### src/rtl/pcie_ats_inval_flush_tracker_if.sv
// ATS invalidation flush tracker bus bundle.
// Groups the three handshakes the tracker takes part in, plus its status
// outputs:
//   req_*   : decoded invalidation request (FIM -> tracker)
//   flush_* : whole-function flush command and done pulse (tracker <-> cache)
//   cpl_*   : invalidation completion descriptor (tracker -> TX encoder)
//   dup_itag, timeout_err, cpl_count : status/telemetry from the tracker
// The slave modport is the tracker's view; master is the environment's view.
interface pcie_ats_inval_flush_tracker_if #(
  parameter int PF_W = 3,
  parameter int VF_W = 11
);
  logic            req_valid;
  logic            req_ready;
  logic [4:0]      req_itag;
  logic [15:0]     req_rid;
  logic [15:0]     req_dev_id;
  logic [PF_W-1:0] req_pf;
  logic [VF_W-1:0] req_vf;
  logic            req_vf_active;

  logic            flush_valid;
  logic            flush_ready;
  logic [PF_W-1:0] flush_pf;
  logic [VF_W-1:0] flush_vf;
  logic            flush_vf_active;
  logic            flush_done;

  logic            cpl_valid;
  logic            cpl_ready;
  logic [31:0]     cpl_itag_vec;
  logic [15:0]     cpl_rid;
  logic [15:0]     cpl_dest_id;
  logic [2:0]      cpl_cc;
  logic [PF_W-1:0] cpl_pf;
  logic [VF_W-1:0] cpl_vf;
  logic            cpl_vf_active;

  logic            dup_itag;
  logic            timeout_err;
  logic [15:0]     cpl_count;

  modport slave (
    input  req_valid, req_itag, req_rid, req_dev_id, req_pf, req_vf, req_vf_active,
    output req_ready,
    output flush_valid, flush_pf, flush_vf, flush_vf_active,
    input  flush_ready, flush_done,
    output cpl_valid, cpl_itag_vec, cpl_rid, cpl_dest_id, cpl_cc,
    output cpl_pf, cpl_vf, cpl_vf_active,
    input  cpl_ready,
    output dup_itag, timeout_err, cpl_count
  );

  modport master (
    output req_valid, req_itag, req_rid, req_dev_id, req_pf, req_vf, req_vf_active,
    input  req_ready,
    input  flush_valid, flush_pf, flush_vf, flush_vf_active,
    output flush_ready, flush_done,
    input  cpl_valid, cpl_itag_vec, cpl_rid, cpl_dest_id, cpl_cc,
    input  cpl_pf, cpl_vf, cpl_vf_active,
    output cpl_ready,
    input  dup_itag, timeout_err, cpl_count
  );
endinterface

### src/rtl/pcie_ats_inval_flush_tracker.sv
// AFU-side ATS invalidation tracker.
// Accepts decoded invalidation requests, coalesces requests for the same
// function and requester into one conservative whole-function flush of the
// AFU translation cache, waits for the flush to finish (or time out), then
// presents one completion descriptor carrying the merged ITag bitmap.
// Ports:
//   clk  : block clock
//   rst  : asynchronous active-high reset
//   bus  : slave view of pcie_ats_inval_flush_tracker_if (request, flush,
//          completion handshakes and status outputs)
// All outputs are registered except bus.req_ready, which is combinational
// from state, the request fields and flush_ready.
module pcie_ats_inval_flush_tracker #(
  parameter int TIMEOUT = 4096,
  parameter int PF_W    = 3,
  parameter int VF_W    = 11
) (
  input logic clk,
  input logic rst,
  pcie_ats_inval_flush_tracker_if.slave bus
);

  localparam logic [15:0] TMO_LAST = 16'(TIMEOUT - 1);

  typedef enum logic [1:0] {IDLE, FLUSH_REQ, FLUSH_WAIT, CPL} state_t;

  state_t          state, state_nxt;

  logic [15:0]     lat_rid;
  logic [15:0]     lat_dev_id;
  logic [PF_W-1:0] lat_pf;
  logic [VF_W-1:0] lat_vf;
  logic            lat_vf_active;
  logic [31:0]     itag_vec;
  logic [15:0]     tmo_cnt;
  logic [15:0]     cpl_cnt;
  logic            flush_valid_q;
  logic            cpl_valid_q;
  logic            dup_q;
  logic            tmo_q;

  logic            req_ready_c;
  logic            accept;
  logic            merge;
  logic            cpl_hs;
  logic            tmo_fire;
  logic            fn_match;
  logic [31:0]     itag_bit;

  function automatic logic [15:0] sat_inc16(input logic [15:0] v);
    return (v == 16'hFFFF) ? v : v + 16'd1;
  endfunction

  always_comb begin
    state_nxt   = state;
    req_ready_c = 1'b0;
    tmo_fire    = 1'b0;
    itag_bit    = 32'd1 << bus.req_itag;
    fn_match    = (bus.req_pf == lat_pf) && (bus.req_vf == lat_vf) &&
                  (bus.req_vf_active == lat_vf_active) && (bus.req_rid == lat_rid);
    case (state)
      IDLE: begin
        req_ready_c = 1'b1;
        if (bus.req_valid) state_nxt = FLUSH_REQ;
      end
      FLUSH_REQ: begin
        // Merging stops on the cycle the flush is taken so a late ITag can
        // never miss the flush it is folded into.
        req_ready_c = fn_match && !bus.flush_ready;
        if (bus.flush_ready) state_nxt = FLUSH_WAIT;
      end
      FLUSH_WAIT: begin
        // A done pulse on the expiry cycle wins over the timeout.
        if (bus.flush_done) begin
          state_nxt = CPL;
        end else if (tmo_cnt == TMO_LAST) begin
          state_nxt = CPL;
          tmo_fire  = 1'b1;
        end
      end
      CPL: begin
        if (bus.cpl_ready) state_nxt = IDLE;
      end
      default: state_nxt = IDLE;
    endcase
    accept = (state == IDLE) && bus.req_valid;
    merge  = (state == FLUSH_REQ) && bus.req_valid && req_ready_c;
    cpl_hs = (state == CPL) && bus.cpl_ready;
  end

  always_ff @(posedge clk or posedge rst) begin
    if (rst) state <= IDLE;
    else     state <= state_nxt;
  end

  // Output and context registers, updated from the next-state decision
  always_ff @(posedge clk or posedge rst) begin
    if (rst) begin
      lat_rid       <= '0;
      lat_dev_id    <= '0;
      lat_pf        <= '0;
      lat_vf        <= '0;
      lat_vf_active <= 1'b0;
      itag_vec      <= '0;
      tmo_cnt       <= '0;
      cpl_cnt       <= '0;
      flush_valid_q <= 1'b0;
      cpl_valid_q   <= 1'b0;
      dup_q         <= 1'b0;
      tmo_q         <= 1'b0;
    end else begin
      flush_valid_q <= (state_nxt == FLUSH_REQ);
      cpl_valid_q   <= (state_nxt == CPL);
      dup_q         <= merge && ((itag_vec & itag_bit) != 32'd0);
      tmo_q         <= tmo_fire;

      if (accept) begin
        lat_rid       <= bus.req_rid;
        lat_dev_id    <= bus.req_dev_id;
        lat_pf        <= bus.req_pf;
        lat_vf        <= bus.req_vf;
        lat_vf_active <= bus.req_vf_active;
        itag_vec      <= itag_bit;
      end else if (merge) begin
        itag_vec      <= itag_vec | itag_bit;
      end else if (cpl_hs) begin
        itag_vec      <= '0;
      end

      // Held at zero until the flush is taken, so FLUSH_WAIT starts at 0.
      if (state == FLUSH_REQ)       tmo_cnt <= '0;
      else if (state == FLUSH_WAIT) tmo_cnt <= tmo_cnt + 16'd1;

      if (cpl_hs) cpl_cnt <= sat_inc16(cpl_cnt);
    end
  end

  assign bus.req_ready       = req_ready_c;
  assign bus.flush_valid     = flush_valid_q;
  assign bus.flush_pf        = lat_pf;
  assign bus.flush_vf        = lat_vf;
  assign bus.flush_vf_active = lat_vf_active;
  assign bus.cpl_valid       = cpl_valid_q;
  assign bus.cpl_itag_vec    = itag_vec;
  // The completion travels back toward the invalidating root complex.
  assign bus.cpl_rid         = lat_dev_id;
  assign bus.cpl_dest_id     = lat_rid;
  assign bus.cpl_cc          = 3'd1;
  assign bus.cpl_pf          = lat_pf;
  assign bus.cpl_vf          = lat_vf;
  assign bus.cpl_vf_active   = lat_vf_active;
  assign bus.dup_itag        = dup_q;
  assign bus.timeout_err     = tmo_q;
  assign bus.cpl_count       = cpl_cnt;

endmodule

### src/flat_wrapper.sv
// flat-port wrapper written by rule: the top's interface ports become plain ports
module pcie_ats_inval_flush_tracker_flat 
#(
  parameter int TIMEOUT = 4096,
  parameter int PF_W    = 3,
  parameter int VF_W    = 11
)
  (clk, rst, bus_req_valid, bus_req_itag, bus_req_rid, bus_req_dev_id, bus_req_pf, bus_req_vf, bus_req_vf_active, bus_req_ready, bus_flush_valid, bus_flush_pf, bus_flush_vf, bus_flush_vf_active, bus_flush_ready, bus_flush_done, bus_cpl_valid, bus_cpl_itag_vec, bus_cpl_rid, bus_cpl_dest_id, bus_cpl_cc, bus_cpl_pf, bus_cpl_vf, bus_cpl_vf_active, bus_cpl_ready, bus_dup_itag, bus_timeout_err, bus_cpl_count);
  pcie_ats_inval_flush_tracker_if #(.PF_W(PF_W), .VF_W(VF_W)) bus_i ();
  input logic clk;
  input logic rst;
  input wire logic [$bits(bus_i.req_valid)-1:0] bus_req_valid;
  input wire logic [$bits(bus_i.req_itag)-1:0] bus_req_itag;
  input wire logic [$bits(bus_i.req_rid)-1:0] bus_req_rid;
  input wire logic [$bits(bus_i.req_dev_id)-1:0] bus_req_dev_id;
  input wire logic [$bits(bus_i.req_pf)-1:0] bus_req_pf;
  input wire logic [$bits(bus_i.req_vf)-1:0] bus_req_vf;
  input wire logic [$bits(bus_i.req_vf_active)-1:0] bus_req_vf_active;
  output wire logic [$bits(bus_i.req_ready)-1:0] bus_req_ready;
  output wire logic [$bits(bus_i.flush_valid)-1:0] bus_flush_valid;
  output wire logic [$bits(bus_i.flush_pf)-1:0] bus_flush_pf;
  output wire logic [$bits(bus_i.flush_vf)-1:0] bus_flush_vf;
  output wire logic [$bits(bus_i.flush_vf_active)-1:0] bus_flush_vf_active;
  input wire logic [$bits(bus_i.flush_ready)-1:0] bus_flush_ready;
  input wire logic [$bits(bus_i.flush_done)-1:0] bus_flush_done;
  output wire logic [$bits(bus_i.cpl_valid)-1:0] bus_cpl_valid;
  output wire logic [$bits(bus_i.cpl_itag_vec)-1:0] bus_cpl_itag_vec;
  output wire logic [$bits(bus_i.cpl_rid)-1:0] bus_cpl_rid;
  output wire logic [$bits(bus_i.cpl_dest_id)-1:0] bus_cpl_dest_id;
  output wire logic [$bits(bus_i.cpl_cc)-1:0] bus_cpl_cc;
  output wire logic [$bits(bus_i.cpl_pf)-1:0] bus_cpl_pf;
  output wire logic [$bits(bus_i.cpl_vf)-1:0] bus_cpl_vf;
  output wire logic [$bits(bus_i.cpl_vf_active)-1:0] bus_cpl_vf_active;
  input wire logic [$bits(bus_i.cpl_ready)-1:0] bus_cpl_ready;
  output wire logic [$bits(bus_i.dup_itag)-1:0] bus_dup_itag;
  output wire logic [$bits(bus_i.timeout_err)-1:0] bus_timeout_err;
  output wire logic [$bits(bus_i.cpl_count)-1:0] bus_cpl_count;
  assign bus_i.req_valid = bus_req_valid;
  assign bus_i.req_itag = bus_req_itag;
  assign bus_i.req_rid = bus_req_rid;
  assign bus_i.req_dev_id = bus_req_dev_id;
  assign bus_i.req_pf = bus_req_pf;
  assign bus_i.req_vf = bus_req_vf;
  assign bus_i.req_vf_active = bus_req_vf_active;
  assign bus_req_ready = bus_i.req_ready;
  assign bus_flush_valid = bus_i.flush_valid;
  assign bus_flush_pf = bus_i.flush_pf;
  assign bus_flush_vf = bus_i.flush_vf;
  assign bus_flush_vf_active = bus_i.flush_vf_active;
  assign bus_i.flush_ready = bus_flush_ready;
  assign bus_i.flush_done = bus_flush_done;
  assign bus_cpl_valid = bus_i.cpl_valid;
  assign bus_cpl_itag_vec = bus_i.cpl_itag_vec;
  assign bus_cpl_rid = bus_i.cpl_rid;
  assign bus_cpl_dest_id = bus_i.cpl_dest_id;
  assign bus_cpl_cc = bus_i.cpl_cc;
  assign bus_cpl_pf = bus_i.cpl_pf;
  assign bus_cpl_vf = bus_i.cpl_vf;
  assign bus_cpl_vf_active = bus_i.cpl_vf_active;
  assign bus_i.cpl_ready = bus_cpl_ready;
  assign bus_dup_itag = bus_i.dup_itag;
  assign bus_timeout_err = bus_i.timeout_err;
  assign bus_cpl_count = bus_i.cpl_count;
  pcie_ats_inval_flush_tracker #(.TIMEOUT(TIMEOUT), .PF_W(PF_W), .VF_W(VF_W)) u_core (.clk(clk), .rst(rst), .bus(bus_i));
endmodule
### config.mk
export PLATFORM = sky130hd
export DESIGN_NAME = pcie_ats_inval_flush_tracker_flat
export DESIGN_NICKNAME = d
export VERILOG_FILES = /design/src/rtl/pcie_ats_inval_flush_tracker_if.sv /design/src/rtl/pcie_ats_inval_flush_tracker.sv /design/src/flat_wrapper.sv
export SDC_FILE = /design/constraint.sdc
export NUM_CORES = 1
export LEC_CHECK = 0
export ABC_AREA = 1
export CAP_MARGIN = 15
export CORE_MARGIN = 4
export CORE_UTILIZATION = 52
export CTS_CLUSTER_DIAMETER = 30
export DETAILED_ROUTE_END_ITERATION = 12
export HOLD_SLACK_MARGIN = 0.06
export PLACE_DENSITY = 0.92
export SKIP_CTS_REPAIR_TIMING = 1
export SLEW_MARGIN = 20
export SYNTH_ARGS = -nofsm -noshare
export SYNTH_HDL_FRONTEND = slang
export SYNTH_SLANG_ARGS = --single-unit
### constraint.sdc
create_clock -name clk -period 5.8 [get_ports clk]
set_clock_uncertainty 0.15 [all_clocks]
set_input_delay 0.87 -clock clk [delete_from_list [all_inputs] [get_ports clk]]
set_output_delay 0.87 -clock clk [all_outputs]
set_load 0.01 [all_outputs]
# [Word level (Yosys, flattened, before mapping)]
# Cells that the tools add are included.
[word_totals] register_bits=117 latch_bits=0 ramBits=0 romBits=0 out_inout_bits=118 wordCells=60 mem_count=0
[op_classes] n_addsub=2 n_mul=0 div=0 magnitude_cmp=0 eq_ne=11 shifts=1 mux=15 bitwise_logic=3 reduce_logical=15
[ops] cell="$mux 32" n=3
[ops] cell="$add 16x1->16 const B" n=2
[ops] cell="$and 32x32->32" n=1
[ops] cell="$mux 16" n=2
[ops] cell="$or 32x32->32" n=1
[ops] cell="$reduce_bool 32->1" n=1
[ops] cell="$shl 1x5->32 const A" n=1
[ops] cell="$eq 16x12->1 const B" n=1
[ops] cell="$eq 16x16->1" n=1
[ops] cell="$eq 16x16->1 const B" n=1
[ops] cell="$eq 11x11->1" n=1
[ops] cell="$mux 2" n=5
[ops] cell="$logic_and 1x1->1" n=9
[ops] cell="$pmux 2 s4" n=1
[ops] cell="$eq 2x2->1 const B" n=3
[ops] cell="$eq 2x1->1 const B" n=2
[ops] cell="$eq 3x3->1" n=1
[ops] cell="$mux 1" n=3
[ops] cell="$reduce_bool 3->1" n=1
[ops] cell="$logic_not 2->1" n=1
[ops] cell="$pmux 1 s2" n=1
[ops] cell="$reduce_and 2->1" n=1
[ops] cell="$reduce_bool 2->1" n=1
[ops] cell="$eq 1x1->1" n=1
[ops] cell="2 further kinds" n=2

# [Longest topological paths before layout]
# Gate-level depths: netlist of the first run.
[logic_depth] word_depth=9 mapped_depth=15

# [Worst setup path before layout of the first run]
# Ideal clock, no wire load.
[synth_path] path_kind="input to output" from="input bus_req_vf[9]" to="output bus_req_ready" t_arrival_ns=1.434 required_time_ns=4.780 path_slack_ns=3.346 cell_stages=9 cell_sequence="inv_1 > nand2_1 > nand2_1 > nand2_1 > nor2_1 > nand2_1 > nor2_1 > nand2_1 > nand2_2"
[synth_via] elab_chain_len=6
[synth_lines] item="start: declaration" line_no="flat_wrapper.sv:17" rtl="input wire logic [$bits(bus_i.req_vf)-1:0] bus_req_vf;"
[synth_lines] item="$eq 11x11->1" line_no="pcie_ats_inval_flush_tracker.sv:59" rtl="fn_match = (bus.req_pf == lat_pf) && (bus.req_vf == lat_vf) &&"
[synth_lines] item="$logic_and 1x1->1 (2 in series)" line_no="pcie_ats_inval_flush_tracker.sv:59"
[synth_lines] item="$logic_and 1x1->1" line_no="pcie_ats_inval_flush_tracker.sv:60" rtl="(bus.req_vf_active == lat_vf_active) && (bus.req_rid == lat_rid);"
[synth_lines] item="$logic_and 1x1->1" line_no="pcie_ats_inval_flush_tracker.sv:69" rtl="req_ready_c = fn_match && !bus.flush_ready;"
[synth_lines] item="$pmux 1 s2" line_no="pcie_ats_inval_flush_tracker.sv:61" rtl="case (state)"
[synth_lines] item="end: declaration" line_no="flat_wrapper.sv:19" rtl="output wire logic [$bits(bus_i.req_ready)-1:0] bus_req_ready;"
# Every way passes these cells.

# [Worst setup path after layout of the first run]
[layout_path] from="input bus_req_vf[4]" to="output bus_req_ready"
# The elaborated chain is that of the path after synthesis.

==> metrics.md, run 1 <==
| Metric | Value |
|---|---|
| First-pass GRT wire length | `about 28,000 um` |
| Row cnt | `39` |
| H-Tree Depth | `4` |
| Outcome | `complete, no violations` |
| DRC | `0` |
| Power Dens Cells | `just over 500 mW/mm^2` |
| Antenna violations before repair | `0` |
| Hold Path Class | `register to register` |
| Synth Register Bits | `approximately 120` |
| Hpwl dp | `around 12,000 um` |
| Crit. End Element | `output port` |
| Most frequent cell after synthesis | `nand2_1` |
| CTS tree | `built` |
| Total power | `about 4500 uW` |
| Net Sw Power | `roughly 1600 uW` |
| Max-cap violations | `0` |
| Die Ht | `118 um` |
| Period utilization | `0.629` |
| Die ar. | `0.0139 sq mm` |
| Ant diodes | `0` |
| Crit path launch type | `input port` |
| Crit path DAT | `2.63 ns` |
| Max Slew Vio Count | `0` |
| Sequential power share | `0.320` |
| Largest net degree at the start of global routing | `74` |
| Clk slew on worst S/H paths | `0.05 ns` |
| Clock power frac | `0.273` |
| Overflow after GRT | `0` |
| CTS Sinks | `roughly 120` |
| Filler instances | `857` |
| Static Leakage | `0.00413 uW` |
| CTS buffer count | `17` |
| Ys flop type | `dfrtp_1` |
| Register area | `approximately 0.0029 sq mm` |
| Synth warn | `0` |
| Post-synthesis sequential area ratio | `0.467` |
| Synthesized instance count | `829` |
| RSZ-0062 raised after global routing | `false` |
| Vias in the first global route | `around 5,800` |
| PnR worst setup slack | `around 2.2 ns` |
| Synth area leaders | `dfrtp_1, nand2_1, nand3_1` |
| GPL Wtd Cong | `0.854` |
| Vias/cell | `5.32` |
| Starting Density | `0.540` |
| Port bufs | `about 170` |
| Clock buffer depth | `2` |
| Yosys cell types | `37` |
| Placed cells | `~1,100` |
| CP Launch Point | `bus_req_vf[4]` |
| Final Hold Violating Endpoints | `0` |
| Synth Cell Area | `~0.0063 sq mm` |
| Total Wirelength | `roughly 17,000 um` |
| Worst Path Max Fanout | `2` |
| Gate power share | `0.407` |
| DRT Pass-1 Iters | `5` |
| Synth area leader | `dfrtp_1` |
| Nets | `approximately 1,000` |
| Final setup violation count | `0` |
| Die X | `between 100 and 150 um` |
| Initial DRC count | `slightly above 600` |
| Post-synth ARST share | `1.00` |
| # IOs | `around 180` |
| Share of layout cells above drive strength 1 | `0.0516` |
| Core Area | `~0.012 sq mm` |
| Non-Filler Instances | `1,131` |
| Relative slew slack | `0.311` |
| Worst slew pin tran | `approximately 1.0 ns` |
| Fmax | `roughly 270 MHz` |
| Post-synth EDFFs | `0` |
| CP Data Required Time | `4.78 ns` |
| Mean Syn Cell Area | `about 7.6 sq um` |
| VDD IR-drop max | `approximately 0.00032 V` |
| Hold path start | `u_core.bus.cpl_rid[8]$_DFFE_PP0P_` |
| Setup_tns | `0 ns` |
| Multi-input logic area | `0.00282 sq mm` |
| Root buf cell | `clkbuf_16` |
| WS Path Type | `input port to output port` |
| Util after Layout | `0.741` |
| Clock latency on the worst-skew pair | `0.42 ns` |
| Vias after detailed routing | `around 6,000` |
| Antenna viol nets, final | `0` |
| Reg-to-Reg Start | `u_core.state[0]$_DFF_PP0_` |
| Sw frac | `0.357` |
| WL/cell | `14.8 um` |
| Post-synth top cells | `nand2_1, dfrtp_1, nor2_1` |
| Int Pwr | `around 2900 uW` |
| DP Worst Slack | `about 2.1 ns` |
| Post-synth top area share | `0.467` |
| Tot GR Track Use | `0.243` |
| Min Tclk post-route | `3.65 ns` |
| Area Growth Syn to Fin | `37.1%` |
==> worst max-delay path: stages <==
cell	delay [ns]
clkdlybuf4s50_1	0.51
xnor2_1	0.12
nand2_1	0.06
nor2_1	0.19
nand2_1	0.08
nor2_1	0.10
nand2_1	0.07
nand2_2	0.08
clkdlybuf4s50_1	0.55
==> cells in the final DEF (no fill, tap or decap), types with 2 or more instances in the layout <==
| master | count |
|---|---|
| nand2_1 | 302 |
| clkdlybuf4s50_1 | 172 |
| dfrtp_1 | 117 |
| nor2_1 | 71 |
| inv_1 | 61 |
| nand3_1 | 59 |
| o21ai_0 | 41 |
| xnor2_1 | 31 |
| nand4_1 | 19 |
| nor3_1 | 17 |
| clkbuf_16 | 17 |
| a21oi_1 | 12 |
| xor2_1 | 7 |
| bufinv_16 | 7 |
| ha_1 | 6 |
| a21o_1 | 5 |
| clkinv_2 | 5 |
| inv_2 | 4 |
| nand2_2 | 3 |
| a32o_1 | 3 |
| conb_1 | 3 |
| buf_4 | 3 |
| nor2_2 | 2 |
| nand2_4 | 2 |
| o211ai_1 | 2 |
| o221ai_1 | 2 |
| clkinvlp_4 | 2 |
==> through the flow <==
stage / hold WS (ns) / area (sq um)
global placement: 0.311 / 7920
CTS: 0.330 / 8610
global route: 0.347 / 8610
finish: 0.323 / 8610
detailed placement: 0.314 / 7920
floorplan: 0.307 / 6280
==> power by group through the flow <==
stage               Clock (uW)  Combinational [uW]  Sequential [uW]
floorplan                    0                 871             1510
global placement             0                1760             1410
detailed placement           0                1820             1430
CTS                       1240                1840             1430
global route              1270                2000             1480
finish                    1220                1820             1430
==> logic make-up after synthesis <==
| logic type | Yosys count | share of synthesized area |
|---|---|---|
| other cells | 2 | 0.00120 |
| fa+ha+maj | 6 | 0.0120 |
| simple gates | 480 | 0.317 |
| mux | 1 | 0.00179 |
| buf+inv | 116 | 0.0857 |
| xor+xnor | 38 | 0.0530 |
| compound gates | 69 | 0.0628 |
| flops | 117 | 0.467 |
==> per-layer routing <==
metal / GRT usage / share of wire
met4: 0.0982 / 0.022
met3: 0.0754 / 0.083
met5: 0 / 0
met2: 0.414 / 0.50
met1: 0.286 / 0.40
==> worst paths after layout <==
kind / endpoint / slack, ns / cells past startpoint
worst min register to register: u_core.bus.cpl_rid[8]$_DFFE_PP0P_ / 0.32 / 2
worst min-delay path: u_core.bus.cpl_rid[8]$_DFFE_PP0P_ / 0.32 / 2
worst max register to register: u_core.bus.cpl_rid[12]$_DFFE_PP0P_ / 3.21 / 7
worst max-delay path: bus_req_ready / 2.15 / 9
min in group asynchronous: u_core.bus.cpl_vf[2]$_DFFE_PP0P_ / 0.88 / 2
max in group asynchronous: u_core.bus.cpl_count[9]$_DFFE_PP0P_ / 3.51 / 3
==> state kept, by name (all words and copies together) (netlist names) <==
signal,flops
u_core.bus.cpl_dest_id,16
u_core.bus.cpl_vf,11
u_core.bus.timeout_err,1
u_core.bus.cpl_vf_active,1
u_core.bus.cpl_itag_vec,32
u_core.bus.cpl_count,16
u_core.state,2
u_core.bus.cpl_rid,16
u_core.bus.cpl_pf,3
u_core.tmo_cnt,16
u_core.bus.flush_valid,1
u_core.bus.dup_itag,1
u_core.bus.cpl_valid,1
==> area by class of cell <==
class | instances | area share
Sequential cell | 117 | 0.340
Multi-Input combinational cell | 597 | 0.327
Timing Repair Buffer | 175 | 0.203
Clock buffer | 17 | 0.0494
Clock inverter | 15 | 0.0301
Inverter | 67 | 0.0295
Tap cell | 143 | 0.0208
Power figures use the tool's default switching activity.
==> run 2: changes to the inputs <==
- CORE_UTILIZATION: 52 -> 49
- PLACE_DENSITY: 0.92 -> 0.88
- clock period: 5.8 -> 3.6 ns (I/O delays scaled with it)
==> metrics.md, run 2 (synthesized netlist as in run 1, its figures left out) <==
| Metric | Value |
|---|---|
| Hold_ws | `roughly 0.33 ns` |
| Root buf cell | `clkbuf_16` |
| Worst Path Max Fanout | `4` |
| Initial DRC count | `approximately 580` |
| Hold Path Class | `register to register` |
| Die ar. | `~0.015 sq mm` |
| Antenna violations before repair | `0` |
| PnR worst setup slack | `roughly 0.45 ns` |
| Placed cells | `between 1,000 and 1,500` |
| First-pass GRT wire length | `26,700 um` |
| Largest register FFs | `32` |
| Hpwl dp | `11,500 um` |
| Port bufs | `between 150 and 200` |
| Clk slew on worst S/H paths | `0.05 ns` |
| DRC | `1` |
| H-Tree Depth | `4` |
| Starting Density | `0.499` |
| CP Data Required Time | `~2.9 ns` |
| Fmax | `between 300 and 400 MHz` |
| Worst slew pin tran | `around 0.76 ns` |
| Antenna viol nets, final | `0` |
| Crit path launch type | `register` |
| Vias/cell | `between 5 and 6` |
| RSZ-0062 raised after global routing | `false` |
| Area Growth Syn to Fin | `38.4%` |
| Clock latency on the worst-skew pair | `approximately 0.4 ns` |
| Max Slew Vio Count | `0` |
| Period utilization | `0.874` |
| Most frequent cells in the layout | `nand2_1, clkdlybuf4s50_1, dfrtp_1, nor2_1, inv_1` |
| Commonest non-fill, non-tap cell in the layout | `nand2_1` |
| Crit. End Element | `output port` |
| Die Ht | `121 um` |
| Final setup violation count | `0` |
| Largest net degree at the start of global routing | `~60` |
| Row cnt | `41` |
| Total Wirelength | `16,400 um` |
| Core Area | `0.0126 sq mm` |
| Clock buffer depth | `2` |
| Nets | `around 1,000` |
| Failing checks | `design-rule violations` |
| Min Tclk post-route | `roughly 3.1 ns` |
| Static Leakage | `approximately 0.0042 uW` |
| Power Dens Cells | `slightly above 800 mW/mm^2` |
| Final Hold Violating Endpoints | `0` |
| DRT Pass-1 Iters | `10` |
| CTS buffer count | `17` |
| DP Worst Slack | `around 0.57 ns` |
| Max-cap violations | `0` |
| Outcome | `finished, violations left` |
| Setup_tns | `0 ns` |
| CTS Sinks | `between 100 and 150` |
| Crit path DAT | `approximately 2.5 ns` |
| Relative slew slack | `0.494` |
| GPL Wtd Cong | `approximately 0.87` |
| Vias in the first global route | `around 5,600` |
| Vias after detailed routing | `about 6,000` |
| Share of layout cells above drive strength 1 | `0.0553` |
| VDD IR-drop max | `0.000575 V` |
| WS Path Type | `register to output port` |
| Overflow after GRT | `0` |
| Ant diodes | `0` |
| Non-Filler Instances | `1,167` |
| WL/cell | `approximately 14 um` |
| Tot GR Track Use | `0.227` |
| Die X | `about 120 um` |
| # IOs | `176` |
| CTS tree | `built` |
==> run 2: area by class of cell <==
cell class | count | area, sq um
tap | 172 | 215
clock inverter | 10 | 200
clock buffer | 22 | 464
timing repair buffer | 182 | 1810
multi-input combinational | 597 | 2820
sequential | 117 | 2930
fill | 975 | 3880
inverter | 67 | 255
==> run 2: per-layer routing <==
layer  up-vias  global-route usage  part of all wire
li1       2923                   -                 -
met3        24              0.0755             0.085
met2       248               0.363              0.49
met1      2779               0.283              0.41
met4         0              0.0945             0.015
met5         -                   0                 0
==> run 2: worst max-delay path, cell delays in order (launching register included) <==
cell	delay (ns)
dfrtp_1	0.41
inv_1	0.13
ha_1	0.23
inv_2	0.07
nor2_1	0.09
nand3_1	0.08
nor2_1	0.10
nand2_1	0.09
nor2_1	0.11
nand2_1	0.08
nand2_2	0.10
clkdlybuf4s50_1	0.56
==> run 2: metrics by stage <==
| step | cell area (sq um) | total power (uW) | util |
|---|---|---|---|
| 6_report | 8690 | 7140 | 0.691 |
| 3_3_place_gp | 8020 | 5160 | 0.638 |
| 5_1_grt | 8690 | 7600 | 0.691 |
| 4_1_cts | 8690 | 7200 | 0.691 |
| 2_1_floorplan | 6280 | 3830 | - |
| 3_5_place_dp | 8020 | 5250 | 0.638 |
==> run 2: worst paths after layout <==
path / from / endpoint / slack, ns / cells past startpoint
max: u_core.state[1]$_DFF_PP0_ / bus_req_ready / 0.45 / 11
max reg2reg: u_core.state[1]$_DFF_PP0_ / u_core.bus.cpl_itag_vec[30]$_DFFE_PP0P_ / 1.05 / 14
min in group asynchronous: rst / u_core.bus.cpl_dest_id[10]$_DFFE_PP0P_ / 0.45 / 2
max in group asynchronous: rst / u_core.bus.cpl_vf_active$_DFFE_PP0P_ / 2.04 / 3
min: u_core.bus.cpl_rid[0]$_DFFE_PP0P_ / u_core.bus.cpl_rid[0]$_DFFE_PP0P_ / 0.33 / 2
min reg2reg: u_core.bus.cpl_rid[0]$_DFFE_PP0P_ / u_core.bus.cpl_rid[0]$_DFFE_PP0P_ / 0.33 / 2
==> run 2: report_power, final <==
| part | switching (uW) | leakage, uW | total [uW] | internal (uW) |
|---|---|---|---|---|
| sequential | 490 | 0.00154 | 2300 | 1810 |
| clock | 574 | 0.000328 | 1900 | 1330 |
| combinational | 1460 | 0.00230 | 2930 | 1480 |
==> run 3: changes to the inputs <==
- CORE_UTILIZATION: 49 -> 50
- CTS_BUF_LIST: unset -> sky130_fd_sc_hd__clkbuf_8
- PLACE_DENSITY: 0.88 -> 0.89
==> metrics.md, run 3 (synthesized netlist as in run 1, its figures left out) <==
| Metric | Value |
|---|---|
| Outcome | `complete, no violations` |
| H-Tree Depth | `4` |
| Gate power share | `0.454` |
| Static Leakage | `approximately 0.0040 uW` |
| Period utilization | `0.858` |
| First-pass GRT wire length | `26,600 um` |
| Antenna viol nets, final | `0` |
| Max Slew Vio Count | `0` |
| Die Ht | `~120 um` |
| Crit-path leading delay family | `buffers and inverters` |
| Port bufs | `172` |
| Most frequent cells in the layout | `nand2_1, clkdlybuf4s50_1, dfrtp_1, nor2_1, inv_1` |
| Min Tclk post-route | `between 3 and 4 ns` |
| Placed cell areas | `0.00801 sq mm` |
| Share of layout cells above drive strength 1 | `0.0544` |
| Hold_ws | `around 0.33 ns` |
| Int Pwr | `3990 uW` |
| Row cnt | `40` |
| VDD IR-drop max | `~0.00047 V` |
| CTS Sinks | `roughly 120` |
| Worst path most repeated cell | `nor2_1` |
| Starting Density | `0.516` |
| Finished layout cell area | `0.00841 sq mm` |
| Overflow after GRT | `0` |
| Fmax | `around 320 MHz` |
| Core Area | `roughly 0.012 sq mm` |
| Clock power frac | `0.190` |
| Vias in the first global route | `5,644` |
| Crit path DAT | `roughly 2.4 ns` |
| Sw frac | `0.380` |
| Crit. End Element | `output port` |
| Filler instances | `1,012` |
| Net Sw Power | `roughly 2400 uW` |
| # IOs | `between 150 and 200` |
| Initial DRC count | `401` |
| DRT Pass-1 Iters | `5` |
| Total Wirelength | `16,100 um` |
| Relative slew slack | `0.540` |
| DRC | `0` |
| Max-cap violations | `0` |
| Clock buffer depth | `2` |
| CP max-delay cell | `clkdlybuf4s50_1` |
| Crit path launch type | `register` |
| CP Buf/Inv Count | `3` |
| Nets | `between 1,000 and 1,500` |
| Setup_tns | `0 ns` |
| Vias after detailed routing | `5,924` |
| Final Hold Violating Endpoints | `0` |
| Power Dens Cells | `roughly 760 mW/mm^2` |
| CTS buffer count | `17` |
| Die ar. | `~0.014 sq mm` |
| WS Path Type | `register to output port` |
| Slowest stage delay, CP | `0.55 ns` |
| Antenna violations before repair | `0` |
| Largest register FFs | `32` |
| Largest net degree at the start of global routing | `64` |
| CTS tree | `built` |
| Total power | `6430 uW` |
| Worst slew pin tran | `0.689 ns` |
| Sequential power share | `0.356` |
| Root buf cell | `clkbuf_8` |
| Hold Path Class | `register to register` |
| RSZ-0062 raised after global routing | `false` |
| CP Data Required Time | `a little under 3 ns` |
| Ant diodes | `0` |
| Hpwl dp | `approximately 11,000 um` |
| GPL Wtd Cong | `0.847` |
| Commonest non-fill, non-tap cell in the layout | `nand2_1` |
| Final setup violation count | `0` |
| Vias/cell | `slightly above 5` |
| Area Growth Syn to Fin | `34.0%` |
| WL/cell | `between 10 and 15 um` |
| Clock latency on the worst-skew pair | `0.44 ns` |
| Die X | `~120 um` |
| Clk slew on worst S/H paths | `0.06 ns` |
| CP Cell Sequence | `inv_1 -> ha_1 -> inv_2 -> nor2_1 -> nand3_1 -> nor2_1 -> nand2_1 -> nor2_1 -> nand2_1 -> nand2_2 -> clkdlybuf4s50_1` |
| Tot GR Track Use | `0.228` |
| Worst Path Max Fanout | `4` |
## run 3: per-stage QoR
step	utilization	cells	setup slack, ns
floorplan	-	830	1.48
global route	0.692	1161	0.276
CTS	0.692	1161	0.477
finish	0.692	1161	0.510
global placement	0.659	1130	0.625
detailed placement	0.659	1130	0.611
## run 3: worst reg2reg max path: cells and delay by family, from the launching register on
family	cells	cell delay, ns
fa+ha+maj	1	0.24
simple gates	11	1.38
buf+inv	2	0.19
flops	1	0.41
## run 3: power groups by stage
| stage | Clock [uW] | Combinational, uW | Sequential (uW) |
|---|---|---|---|
| 3_3_place_gp | 0 | 2860 | 2290 |
| 2_1_floorplan | 0 | 1400 | 2430 |
| 4_1_cts | 1250 | 2950 | 2290 |
| 5_1_grt | 1310 | 3210 | 2370 |
| 6_report | 1220 | 2920 | 2290 |
| 3_5_place_dp | 0 | 2950 | 2290 |
## run 3: routing by layer
layer	GRT usage	up-vias	wire [um]
met3	0.0688	27	1170
met4	0.0737	0	263
met5	0	-	0
met2	0.378	195	7900
met1	0.284	2786	6780
li1	-	2916	-
## run 3: worst paths after layout
kind,start,end,slack [ns],cells after the start
max,u_core.state[1]$_DFF_PP0_,bus_req_ready,0.51,11
min reg2reg,u_core.bus.cpl_rid[15]$_DFFE_PP0P_,u_core.bus.cpl_rid[15]$_DFFE_PP0P_,0.33,2
min,u_core.bus.cpl_rid[15]$_DFFE_PP0P_,u_core.bus.cpl_rid[15]$_DFFE_PP0P_,0.33,2
max reg2reg,u_core.state[1]$_DFF_PP0_,u_core.bus.cpl_itag_vec[2]$_DFFE_PP0P_,1.16,14
min in group asynchronous,rst,u_core.bus.cpl_itag_vec[20]$_DFFE_PP0P_,0.40,2
max in group asynchronous,rst,u_core.state[0]$_DFF_PP0_,2.14,3
## run 3: cell type report
type	count	area (sq um)	area share
multi-input cells	597	2820	0.335
well taps	168	210	0.0250
clock buffers	19	262	0.0311
inverters	67	255	0.0303
clock inverters	12	138	0.0164
repair buffers	181	1800	0.214
flip-flops and latches	117	2930	0.348
